$ cat config.mk
export PLATFORM = sky130hd
export DESIGN_NAME = uart_rx_fc
export DESIGN_NICKNAME = d
export VERILOG_FILES = /design/src/rtl/uart_rx_fc.sv
export SDC_FILE = /design/constraint.sdc
export NUM_CORES = 1
export LEC_CHECK = 0
export CAP_MARGIN = 10
export CORE_MARGIN = 2
export CORE_UTILIZATION = 32
export DETAILED_ROUTE_END_ITERATION = 12
export PLACE_DENSITY_LB_ADDON = 0.3
export RECOVER_POWER = 50
export SETUP_SLACK_MARGIN = 0.4
export SYNTH_ARGS = -nofsm -noshare
export SYNTH_HDL_FRONTEND = slang
export SYNTH_SLANG_ARGS = --single-unit
$ cat constraint.sdc
create_clock -name clk -period 8.1 [get_ports clk]
set_clock_uncertainty 0.15 [all_clocks]
set_input_delay 2.025 -clock clk [delete_from_list [all_inputs] [get_ports clk]]
set_output_delay 2.025 -clock clk [all_outputs]
set_load 0.03 [all_outputs]
$ cat src/rtl/uart_rx_fc.sv
// rtl/uart_rx_fc.sv - 8N1 UART receiver with FWFT byte FIFO and RTS flow control
module uart_rx_fc #(
  parameter int CLKS_PER_BIT   = 104,
  parameter int FIFO_ADDR_BITS = 3,
  parameter int RTS_THRESHOLD  = 2
) (
  input  logic       clk,
  input  logic       resetn,
  input  logic       rx,
  output logic       rts,
  output logic [7:0] data,
  output logic       valid,
  input  logic       ready,
  output logic       frame_err,
  output logic       overrun
);

  localparam int DEPTH = 1 << FIFO_ADDR_BITS;
  localparam int CW    = (CLKS_PER_BIT > 1) ? $clog2(CLKS_PER_BIT) : 1;
  localparam int NW    = FIFO_ADDR_BITS + 1;

  localparam logic [CW-1:0] CNT_LAST = CW'(CLKS_PER_BIT - 1);
  localparam logic [CW-1:0] CNT_HALF = CW'(CLKS_PER_BIT / 2 - 1);
  localparam logic [NW-1:0] DEPTH_N  = NW'(DEPTH);
  localparam logic [NW-1:0] THRESH_N = NW'(RTS_THRESHOLD);

  typedef enum logic [2:0] {
    S_IDLE  = 3'd0,
    S_START = 3'd1,
    S_DATA  = 3'd2,
    S_STOP  = 3'd3,
    S_BREAK = 3'd4
  } state_t;

  // synchronizer
  logic sync1_q, sync2_q;
  logic rxs;

  // receiver
  state_t        state_q, state_d;
  logic [CW-1:0] cnt_q, cnt_d;
  logic [2:0]    idx_q, idx_d;
  logic [7:0]    shift_q, shift_d;
  logic          push;

  // fifo and status
  logic [7:0]                mem_q [DEPTH];
  logic [7:0]                mem_d [DEPTH];
  logic [FIFO_ADDR_BITS-1:0] wr_ptr_q, wr_ptr_d;
  logic [FIFO_ADDR_BITS-1:0] rd_ptr_q, rd_ptr_d;
  logic [NW-1:0]             count_q, count_d;
  logic                      rts_q, rts_d;
  logic                      frame_err_q, frame_err_d;
  logic                      overrun_q, overrun_d;
  logic                      pop, full, push_ok;

  assign rxs = sync2_q;

  // Two-flop synchronizer; idle-high reset so a reset never looks like a start bit.
  always_ff @(posedge clk) begin
    if (!resetn) begin
      sync1_q <= 1'b1;
      sync2_q <= 1'b1;
    end else begin
      sync1_q <= rx;
      sync2_q <= sync1_q;
    end
  end

  // Receiver state register.
  always_ff @(posedge clk) begin
    if (!resetn) begin
      state_q <= S_IDLE;
      cnt_q   <= '0;
      idx_q   <= '0;
      shift_q <= '0;
    end else begin
      state_q <= state_d;
      cnt_q   <= cnt_d;
      idx_q   <= idx_d;
      shift_q <= shift_d;
    end
  end

  // Receiver next state: mid-bit sampling, LSB first, stop check and break wait.
  always_comb begin
    state_d     = state_q;
    cnt_d       = cnt_q;
    idx_d       = idx_q;
    shift_d     = shift_q;
    push        = 1'b0;
    frame_err_d = 1'b0;
    unique case (state_q)
      S_IDLE: begin
        if (!rxs) begin
          cnt_d   = '0;
          state_d = S_START;
        end
      end
      S_START: begin
        if (cnt_q == CNT_HALF) begin
          if (rxs) begin
            state_d = S_IDLE;
          end else begin
            cnt_d   = '0;
            idx_d   = '0;
            state_d = S_DATA;
          end
        end else begin
          cnt_d = cnt_q + CW'(1);
        end
      end
      S_DATA: begin
        if (cnt_q == CNT_LAST) begin
          cnt_d   = '0;
          shift_d = {rxs, shift_q[7:1]};
          if (idx_q == 3'd7) begin
            state_d = S_STOP;
          end else begin
            idx_d = idx_q + 3'd1;
          end
        end else begin
          cnt_d = cnt_q + CW'(1);
        end
      end
      S_STOP: begin
        if (cnt_q == CNT_LAST) begin
          cnt_d = '0;
          if (rxs) begin
            push    = 1'b1;
            state_d = S_IDLE;
          end else begin
            frame_err_d = 1'b1;
            state_d     = S_BREAK;
          end
        end else begin
          cnt_d = cnt_q + CW'(1);
        end
      end
      S_BREAK: begin
        if (rxs) begin
          state_d = S_IDLE;
        end
      end
      default: begin
        state_d = S_IDLE;
      end
    endcase
  end

  // FIFO bookkeeping: a pop in the push cycle frees the slot being written at full.
  always_comb begin
    pop       = (count_q != '0) && ready;
    full      = (count_q == DEPTH_N);
    push_ok   = push && (!full || pop);
    overrun_d = push && !push_ok;
    mem_d     = mem_q;
    wr_ptr_d  = wr_ptr_q;
    rd_ptr_d  = rd_ptr_q;
    count_d   = count_q;
    if (push_ok) begin
      mem_d[wr_ptr_q] = shift_q;
      wr_ptr_d        = wr_ptr_q + FIFO_ADDR_BITS'(1);
    end
    if (pop) begin
      rd_ptr_d = rd_ptr_q + FIFO_ADDR_BITS'(1);
    end
    case ({push_ok, pop})
      2'b10:   count_d = count_q + NW'(1);
      2'b01:   count_d = count_q - NW'(1);
      default: count_d = count_q;
    endcase
    rts_d = ((DEPTH_N - count_d) <= THRESH_N);
  end

  // FIFO storage, pointers and registered status outputs.
  always_ff @(posedge clk) begin
    if (!resetn) begin
      for (int i = 0; i < DEPTH; i++) begin
        mem_q[i] <= '0;
      end
      wr_ptr_q    <= '0;
      rd_ptr_q    <= '0;
      count_q     <= '0;
      rts_q       <= 1'b1;
      frame_err_q <= 1'b0;
      overrun_q   <= 1'b0;
    end else begin
      mem_q       <= mem_d;
      wr_ptr_q    <= wr_ptr_d;
      rd_ptr_q    <= rd_ptr_d;
      count_q     <= count_d;
      rts_q       <= rts_d;
      frame_err_q <= frame_err_d;
      overrun_q   <= overrun_d;
    end
  end

  assign data      = mem_q[rd_ptr_q];
  assign valid     = (count_q != '0);
  assign rts       = rts_q;
  assign frame_err = frame_err_q;
  assign overrun   = overrun_q;

endmodule
# --- Word level (Yosys, flattened, before mapping) ---
# Cells that the tools add are included.
op_classes:
  n_addsub: 7
  order_cmp: 4
  n_eq_ne: 18
  n_mux: 29
  bitwise_logic: 2
  n_reduce_logical: 16
ops:
  columns: ["cell", "count"]
  rows:
  - ["64-bit bitwise mux", 1]
  - ["3-bit 2-to-1 mux", 11]
  - ["8-bit binary-select mux with 3-bit select", 1]
  - ["8-bit demux with 3-bit select", 1]
  - ["8-bit 2-to-1 mux", 3]
  - ["7-bit 2-to-1 mux", 3]
  - ["7-bit case mux with 3 select lines", 1]
  - ["2-bit inequality test, second input constant", 8]
  - ["3-bit case mux with 5 select lines", 1]
  - ["3-bit by 1-bit adder with 3-bit output, second input constant", 3]
  - ["4-bit greater-or-equal comparator, second input constant", 2]
  - ["3-bit NOT with 4-bit output", 2]
  - ["4-bit case mux with 2 select lines", 1]
  - ["7-bit by 1-bit adder with 7-bit output, second input constant", 1]
  - ["7-bit by 6-bit == test with 1-bit output, second input constant", 1]
  - ["7-bit == test, second input constant", 1]
  - ["3-bit by 2-bit == test with 1-bit output, second input constant", 2]
  - ["3-bit == test, second input constant", 2]
  - ["3-bit case mux with 2 select lines", 1]
  - ["6-bit AND reduction", 1]
  - ["5-bit AND reduction", 1]
  - ["4-bit by 1-bit adder with 4-bit output, second input constant", 1]
  - ["4-bit == test, second input constant", 1]
  - ["4-bit by 2-bit <= comparator with 1-bit output, second input constant", 1]
  - ["18 further kinds", 25]
word_totals:
  ff_bits: 100
  output_inout_bits: 12
  word_cells: 96

# --- Logic depth before layout (Yosys ltp) ---
# Gate-level depths: netlist of run 1.
depth:
  word_depth: 8
  depth_mapped: 17
  ltp_nobuf: 16

# --- Least setup slack after synthesis of run 1 ---
# OpenSTA, ideal clock, no wires.
synth_timing:
  path_kind: "in2reg"
  startpoint: "input ready"
  endpoint: "register rts_q (netlist: rts)"
  arrival_ps: 4916
  required_time_ps: 7886
  path_slack_ps: 2970
  stages: 15
  path_buffers: 1
  cell_sequence: "nor3_1 > buf_2 > nor2b_1 > nand4_1 > ha_1 > inv_1 > fa_1 > nor2b_1 > nor2_1 > inv_1 > ha_1 > a211o_1 > a211o_1 > or4_1 > nand4_1"
synth_via:
  elab_chain_cells: 7
  word_cells_on_any_way: 8
  cone_classes: "add/sub (1); order compare (1); eq/ne (2); mux (1); reduce/logical (3)"
synth_rtl:
  columns: ["item", "line", "text"]
  rows:
  - ["start: declaration", "13", "input logic ready,"]
  - ["1-bit logical AND *", "153", "pop = (count_q != '0) && ready;"]
  - ["1-bit logical OR", "155", "push_ok = push && (!full || pop);"]
  - ["1-bit logical AND", "155", null]
  - ["2-bit by 1-bit == test with 1-bit output or 2-bit == test (tied branches)", "168", "case ({push_ok, pop})"]
  - ["4-bit case mux with 2 select lines *", "168", null]
  - ["named net count_d[1]", "51", "logic [NW-1:0] count_q, count_d;"]
  - ["4-bit subtractor *", "173", "rts_d = ((DEPTH_N - count_d) <= THRESH_N);"]
  - ["4-bit by 2-bit <= comparator with 1-bit output *", "173", null]
  - ["end signal: assignment", "193", "rts_q <= rts_d;"]
  - ["end: declaration", "52", "logic rts_q, rts_d;"]
# The timed path passes the listed nets; every way through them passes the cells marked *.
# A chain may end at the register's enable or synchronous reset.

# --- Worst setup path after layout of run 1 ---
layout_timing:
  startpoint: "input resetn"
  endpoint: "register mem_q[19] in the netlist's numbering"
layout_lines:
  columns: ["item", "line", "text"]
  rows:
  - ["start: declaration", "8", "input logic resetn,"]
  - ["end signal: assignment", "189", "mem_q <= mem_d;"]
  - ["end: declaration", "47", "logic [7:0] mem_q [DEPTH];"]
# No word-level cell between the ends.

==> flow_summary.ini, run 1 <==
[timing]
hold_violations = 0
max_slew_margin = -1.74
fmax_mhz = 167
finalCriticalPeriod_ns = 6.00
post-route-period-util = 0.740
drv_slew = 94
fin_ws_ns = 2.10
finalSetupViolCount = 0
rsz0062_at_grt = false
worst_slew_pin_slew_ns = 4.11
setup_tns_ns = 0
whs_ns = 0.269

[placed_design]
hpwl_um = 6710
dp_slack_ns = 2.27
io_buffers = 15
placed_area_um2 = 5030
gp_congestion = 0.806
post-place-cells = 654

[synthesis]
synth_nets = 503
synth_edf_count = 0
synthTopCellsByCount = dfxtp_1, nor2_1, mux2i_1
ys_seq_elements = 100
synth_most_common_cell = dfxtp_1
synth.area.mux_share = 0.236
syn_area_um2 = 4790
synth_seq_area_share = 0.418
ys.flop_type = dfxtp_1
synthSimpleGateAreaFrac = 0.185
synthAdderAreaFrac = 0.0303
synth_top_family_by_area = multiplexers
synth_xor_area_frac = 0.0128
yosys_warnings = 0
yosysUniqueCellTypes = 53
synth_cells = 488
synth.top_cell.area_share = 0.418
async_flop_share = 0
synth.area.top_cells = dfxtp_1, mux2i_1, mux4_2
synth_largest_area_cell = dfxtp_1
avgSynthCellArea_um2 = 9.81
synth_compound_area_frac = 0.0729

[global_route]
grt_pass1_wl_um = 17500
antenna_found_initial = 0
overflow = 0
grt_usage = 0.136
grt_max_degree = 94
grt_pass1_vias = 3441

[cells_and_area]
drive_above_1_share = 0.111
utilization = 0.367
fin_nets = 496
area_delta_synth_final_pct = 11.8
finalNonFillerCells = 670
final_area_um2 = 5350
antenna_cells = 0

[floorplan]
core_um2 = 14600
initial_utilization = 0.328
row_count = 44
die_y_um = 126
dieArea_um2 = 16000
io_pins = 16
die_width_um = 126

[drt]
first_iter_violations = 196
wirelength_um = 10400
remaining_drc_errors = 0
via_count = 3421
dr.pass1.iters = 4
antenna_left = 0
wl_per_cell_um = 15.6
via_per_inst = 5.11

[worst_hold_path]
min_from = sync1_q$_SDFF_PN1_
worstHoldEndpoint = rxs$_SDFF_PN1_
min_path_cells = 1
hp-class = reg2reg

[power]
ir_drop_uv = 118
totalPowerFinal_mw = 1.29
p_leak_nw = 2.05
p_per_area_nw_per_um2 = 242

[critical_path]
slowest_delay_ns = 2.85
required_ns = 8.02
cp-end-kind = flop
crit_chain = dlygate4sd3_1 > clkinv_1 > clkbuf_1 > nor2_1
reg2reg_from = count_q[1]$_SDFF_PN0_
slowest_stage = clkbuf_1
path_class = in2reg
timing.rr.end = rts$_SDFF_PN1_
rr_worst_depth = 16
r2r_setup_slack_ns = 3.68
crit_path_start_kind = input port
crit_arrival_ns = 5.91
worstPathMaxFanout = 93

[cts]
clk_pin_slew_worst_paths_ns = 0.08
clk_latency_ns = 0.34
cts_tree = yes
post-cts-setup-buffers = 0
numCtsBuffers = 9
cts.sinks = 100
postCtsHoldBufs = 0
clk_root_buffer_cell = clkbuf_16
post_cts_resized = 0
htreeDepth = 3
cts_buffer_depth = 2

[run_status]
outcome = finished, violations left
violations = capacitance limit, slew limit

[run]
cap_viol_max_count = 1
-- critical path, delay by kind of cell --
kind | cells | cell delay [ns]
buf+inv | 3 | 3.62
simple gates | 1 | 0.17
-- state kept, by name (all words and copies together), names as in the netlist --
| name | count |
|---|---|
| cnt_q | 7 |
| count_q | 4 |
| frame_err | 1 |
| idx_q | 3 |
| mem_q | 64 |
| overrun | 1 |
| rd_ptr_q | 3 |
| rts | 1 |
| rxs | 1 |
| shift_q | 8 |
| state_q | 3 |
| sync1_q | 1 |
| wr_ptr_q | 3 |
-- final cells by class --
cell class                 instances  area, um2
fill                            1406       9240
multi-input combinational        339       2580
sequential                       100       2000
tap                              184        230
clock buffer                       9        225
timing repair buffer              19        173
clock inverter                     7       97.6
inverter                          12       45.0
-- power breakdown --
| group | internal (mW) | switching (mW) | total (mW) |
|---|---|---|---|
| sequential | 0.506 | 0.0152 | 0.521 |
| clock | 0.251 | 0.211 | 0.461 |
| combinational | 0.126 | 0.186 | 0.312 |
| total | 0.882 | 0.412 | 1.29 |
-- logic make-up after synthesis --
family	Yosys count
and+or+nand+nor	175
adders and majority gates	11
muxes	92
DFF	100
AOI/OAI and AO/OA	54
buffers and inverters	49
xor gates and xnor gates	7
-- layer usage --
| layer | global-route usage | share of wire | vias to the layer above | wire (um) |
|---|---|---|---|---|
| li1 | - | - | 1709 | - |
| met1 | 0.168 | 0.46 | 1665 | 4820 |
| met2 | 0.243 | 0.50 | 38 | 5210 |
| met3 | 0.0266 | 0.025 | 9 | 259 |
| met4 | 0.0375 | 0.013 | 0 | 140 |
| met5 | 0 | 0 | - | 0 |
-- worst max-delay path by stage --
stage	from	end	slack, ns	cells past startpoint
finish	resetn	mem_q[19]$_SDFFE_PN0P_	2.10	4
global route	resetn	mem_q[19]$_SDFFE_PN0P_	1.62	4
global placement	ready	rts$_SDFF_PN1_	2.41	16
detailed placement	ready	rts$_SDFF_PN1_	2.27	16
CTS	ready	rts$_SDFF_PN1_	2.62	16
floorplan	ready	rts$_SDFF_PN1_	2.97	15
-- cell usage in the layout (no fill, tap or decap), types with 6 or more instances in the layout --
| master | netlist | routed |
|---|---|---|
| dfxtp_1 | 100 | 100 |
| nor2_1 | 85 | 85 |
| mux2i_1 | 68 | 68 |
| nand2_1 | 26 | 26 |
| a21oi_1 | 21 | 21 |
| nand3_1 | 17 | 17 |
| mux4_2 | 16 | 16 |
| inv_1 | 12 | 11 |
| clkdlybuf4s50_1 | 0 | 11 |
| ha_1 | 10 | 10 |
| clkbuf_16 | 0 | 9 |
| mux2_2 | 8 | 8 |
| nand2b_1 | 7 | 7 |
| nor3_1 | 7 | 6 |
| o21ai_0 | 6 | 6 |
No activity file was read; power rests on OpenSTA's default activity.
==> run 2, diff against run 1 <==
clock period = 4.9 ns   (was 8.1 ns; I/O delays follow)
==> flow_summary.ini, run 2 (synthesis results as in run 1) <==
[timing]
drv_slew = 0
fmax_mhz = 248
whs_ns = 0.273
rsz0062_at_grt = false
post-route-period-util = 0.822
fin_ws_ns = 0.874
max_slew_margin = 0.0995
finalSetupViolCount = 0
setup_tns_ns = 0
worst_slew_pin_slew_ns = 1.35
hold_violations = 0
finalCriticalPeriod_ns = 4.03

[drt]
antenna_left = 0
wirelength_um = 10400
via_count = 3451
remaining_drc_errors = 0
dr.pass1.iters = 4
wl_per_cell_um = 15.5
via_per_inst = 5.14
first_iter_violations = 194

[cells_and_area]
antenna_cells = 0
final_cell_mix = dfxtp_1, nor2_1, mux2i_1, nand2_1, a21oi_1
drive_above_1_share = 0.119
largest_reg_flops = 64
fin_nets = 498
regMostFlops = mem_q
final_area_um2 = 5330
reg_top3 = mem_q x64, shift_q x8, cnt_q x7
area_delta_synth_final_pct = 11.3
layout_commonest_cell = dfxtp_1

[power]
p_leak_nw = 2.05
p_per_area_nw_per_um2 = 390
totalPowerFinal_mw = 2.08
ir_drop_uv = 168

[floorplan]
row_count = 44
initial_utilization = 0.328
core_um2 = 14600
dieArea_um2 = 16000
io_pins = 16
die_y_um = 126
die_width_um = 126

[cts]
clk_latency_ns = 0.35
numCtsBuffers = 9
clk_root_buffer_cell = clkbuf_16
cts.sinks = 100
cts_buffer_depth = 2
clk_pin_slew_worst_paths_ns = 0.07
htreeDepth = 3
postCtsHoldBufs = 0
cts_tree = yes

[global_route]
overflow = 0
met1_usage = 0.173
grt_usage = 0.138
use_met3 = 0.0333
grt_max_degree = 67
grt_pass1_vias = 3392
grt_pass1_wl_um = 17500
top_usage_layer = met2
met2_usage = 0.233
antenna_found_initial = 0

[placed_design]
placed_area_um2 = 5050
hpwl_um = 6750
io_buffers = 15
gp_congestion = 0.763
dp_slack_ns = 0.0846

[critical_path]
reg2reg_from = cnt_q[0]$_SDFFE_PN0P_
rr_worst_depth = 16
crit_arrival_ns = 4.16
cp-end-kind = flop
required_ns = 5.04
cp-startpoint = ready
path_class = in2reg
timing.rr.end = rts$_SDFF_PN1_
worstSetupEndpoint = rts$_SDFF_PN1_
r2r_setup_slack_ns = 0.95
worstPathMaxFanout = 5
crit_path_start_kind = input port

[run_status]
outcome = completed

[worst_hold_path]
hp-class = reg2reg

[run]
cap_viol_max_count = 0
[run 2: final cells by class]
type	instances	area, um2
tap	184	230
multi-input combinational	339	2570
inverter	12	45.0
clock inverter	7	58.8
clock buffer	9	225
fill	1436	9260
timing repair buffer	21	195
sequential	100	2000
[run 2: worst max-delay path, cell delays in order]
cell	delay, ns
dlymetal6s2s_1	0.17
nor3_2	0.20
nor2b_1	0.07
nand4_1	0.09
ha_2	0.21
inv_2	0.06
fa_1	0.47
nor2b_1	0.16
nor2_1	0.15
inv_1	0.07
ha_1	0.21
a211o_1	0.28
a211o_1	0.29
or4_1	0.39
nand4_1	0.10
[run 2: routing by layer]
metal | routed length, um | share of wire | up-vias
met5 | 0 | 0 | -
met1 | 4910 | 0.47 | 1681
met4 | 145 | 0.014 | 0
li1 | - | - | 1713
met3 | 296 | 0.028 | 11
met2 | 5090 | 0.49 | 46
[run 2: what timing repair did]
item	in CTS	in global routing
buffers inserted	0	1
resized for setup	0	3
setup endpoints to repair	0	1
hold endpoints to repair	0	0
[run 2: per-stage QoR]
step | utilization | cells
final | 0.365 | 672
after global routing | 0.365 | 672
after CTS | 0.366 | 671
after detailed placement | 0.346 | 655
after global placement | 0.346 | 655
after floorplan | - | 488
[run 2: power by group]
group          switching (mW)  total, mW  internal, mW
clock network           0.329      0.683         0.354
registers              0.0223      0.858         0.836
logic                   0.314      0.535         0.221
[run 2: worst min path at each step]
stage / cells after the start / end / slack (ns) / from
2_1_floorplan: 1 / rxs$_SDFF_PN1_ / 0.24 / sync1_q$_SDFF_PN1_
3_3_place_gp: 1 / rxs$_SDFF_PN1_ / 0.26 / sync1_q$_SDFF_PN1_
3_5_place_dp: 1 / rxs$_SDFF_PN1_ / 0.25 / sync1_q$_SDFF_PN1_
4_1_cts: 1 / rxs$_SDFF_PN1_ / 0.27 / sync1_q$_SDFF_PN1_
5_1_grt: 1 / rxs$_SDFF_PN1_ / 0.30 / sync1_q$_SDFF_PN1_
6_report: 1 / rxs$_SDFF_PN1_ / 0.27 / sync1_q$_SDFF_PN1_
==> run 3, diff against run 2 <==
clock period = 3.8 ns   (was 4.9 ns; I/O delays follow)
==> flow_summary.ini, run 3 (synthesis results as in run 1) <==
[timing]
fmax_mhz = 285
finalCriticalPeriod_ns = 3.51
fin_ws_ns = 0.295
worst_slew_pin_slew_ns = 0.961
whs_ns = 0.268
rsz0062_at_grt = true
max_slew_margin = 0.359
hold_violations = 0
post-route-period-util = 0.922
finalSetupViolCount = 0
drv_slew = 0

[worst_hold_path]
hp-class = reg2reg

[cells_and_area]
drive_above_1_share = 0.201
antenna_cells = 0
final_cell_mix = dfxtp_1, nor2_1, mux2i_1, buf_4, nand2_1
finalNonFillerCells = 701
regMostFlops = mem_q
fin_nets = 528
area_delta_synth_final_pct = 17.6
largest_reg_flops = 64
n_fill_cell = 1427
layout_commonest_cell = dfxtp_1
final_area_um2 = 5630
utilization = 0.386
reg_top3 = mem_q x64, shift_q x8, cnt_q x7

[global_route]
grt_pass1_wl_um = 17800
grt_pass1_vias = 3504
grt_max_degree = 65
antenna_found_initial = 0
overflow = 0
grt_usage = 0.141

[run_status]
outcome = completed

[drt]
wirelength_um = 10500
antenna_left = 0
first_iter_violations = 208
via_per_inst = 5.02
via_count = 3517
remaining_drc_errors = 0
wl_per_cell_um = 15.0
dr.pass1.iters = 6

[placed_design]
dp_slack_ns = -0.499
placed_area_um2 = 5250
post-place-cells = 677
hpwl_um = 6980
io_buffers = 15
gp_congestion = 0.778

[floorplan]
initial_utilization = 0.328
die_y_um = 126
dieArea_um2 = 16000
io_pins = 16
row_count = 44
core_um2 = 14600
die_width_um = 126

[critical_path]
cp-end-kind = flop
worstPathMaxFanout = 4
crit_path_start_kind = input port
path_class = in2reg
r2r_setup_slack_ns = 0.31
required_ns = 3.94
crit_arrival_ns = 3.64

[cts]
numCtsBuffers = 9
cts_buffer_depth = 2
clk_latency_ns = 0.35
cts_tree = yes
clk_root_buffer_cell = clkbuf_16
htreeDepth = 3
clk_pin_slew_worst_paths_ns = 0.07
cts.sinks = 100

[run]
cap_viol_max_count = 0

[power]
p_per_area_nw_per_um2 = 529
p_leak_nw = 2.25
ir_drop_uv = 345
==> run 3: changes by cell type in the layout (fill, tap and decap cells not counted), sizes merged <==
cell,change
inv,-1
dlymetal6s2s,-1
bufinv,+1
clkinvlp,+1
clkinv,-3
buf,+30
clkbuf,+2
clkdlybuf4s50,-8
dlygate4sd2,+8
==> run 3: layer usage <==
metal / routed length (um) / track usage / vias to the layer above / part of all wire
met4: 195 / 0.0504 / 0 / 0.018
met5: 0 / 0 / - / 0
met1: 4970 / 0.180 / 1694 / 0.47
li1: - / - / 1764 / -
met2: 4990 / 0.229 / 44 / 0.47
met3: 386 / 0.0375 / 15 / 0.037
==> run 3: cell type report <==
| cell class | instances | area (um2) | area share |
|---|---|---|---|
| Clock buffer | 10 | 229 | 0.0407 |
| Tap cell | 184 | 230 | 0.0409 |
| Timing Repair Buffer | 51 | 422 | 0.0749 |
| Sequential cell | 100 | 2020 | 0.358 |
| Clock inverter | 5 | 60.1 | 0.0107 |
| Multi-Input combinational cell | 339 | 2630 | 0.467 |
| Inverter | 12 | 45.0 | 0.00800 |
==> run 3: worst paths after layout <==
check,from,endpoint,cells after the start
min,sync1_q$_SDFF_PN1_,rxs$_SDFF_PN1_,1
max reg2reg,cnt_q[1]$_SDFFE_PN0P_,rts$_SDFF_PN1_,16
min reg2reg,sync1_q$_SDFF_PN1_,rxs$_SDFF_PN1_,1
max,ready,rts$_SDFF_PN1_,15
==> run 3: stage by stage <==
step | power (mW) | setup TNS [ns]
6_report | 2.98 | 0
5_1_grt | 3.15 | 0
4_1_cts | 2.96 | 0
3_5_place_dp | 2.01 | -0.499
3_3_place_gp | 1.97 | -0.415
2_1_floorplan | 1.68 | 0
==> run 3: report_power, final <==
part / leakage [nW] / switching, mW / internal, mW
sequential: 0.810 / 0.0252 / 1.08
clock: 0.139 / 0.401 / 0.511
combinational: 1.30 / 0.473 / 0.487
==> run 3: repair_timing <==
action,CTS,global route
endpoints found under the setup margin,9,1
buffers inserted,3,6
resized for setup,20,9
pin swaps,4,7
hold endpoints to repair,0,0
hold buffers,0,0
==> run 3: critical path: stages <==
cell and delay [ns]:
buf_2 0.14, nor3_4 0.16, nor2b_1 0.06, nand4_1 0.07, ha_2 0.20, inv_2 0.05
fa_1 0.48, nor2b_4 0.15, nor2_2 0.09, inv_1 0.07, ha_2 0.19, a211o_1 0.30
a211o_1 0.26, or4_1 0.40, nand4_1 0.10
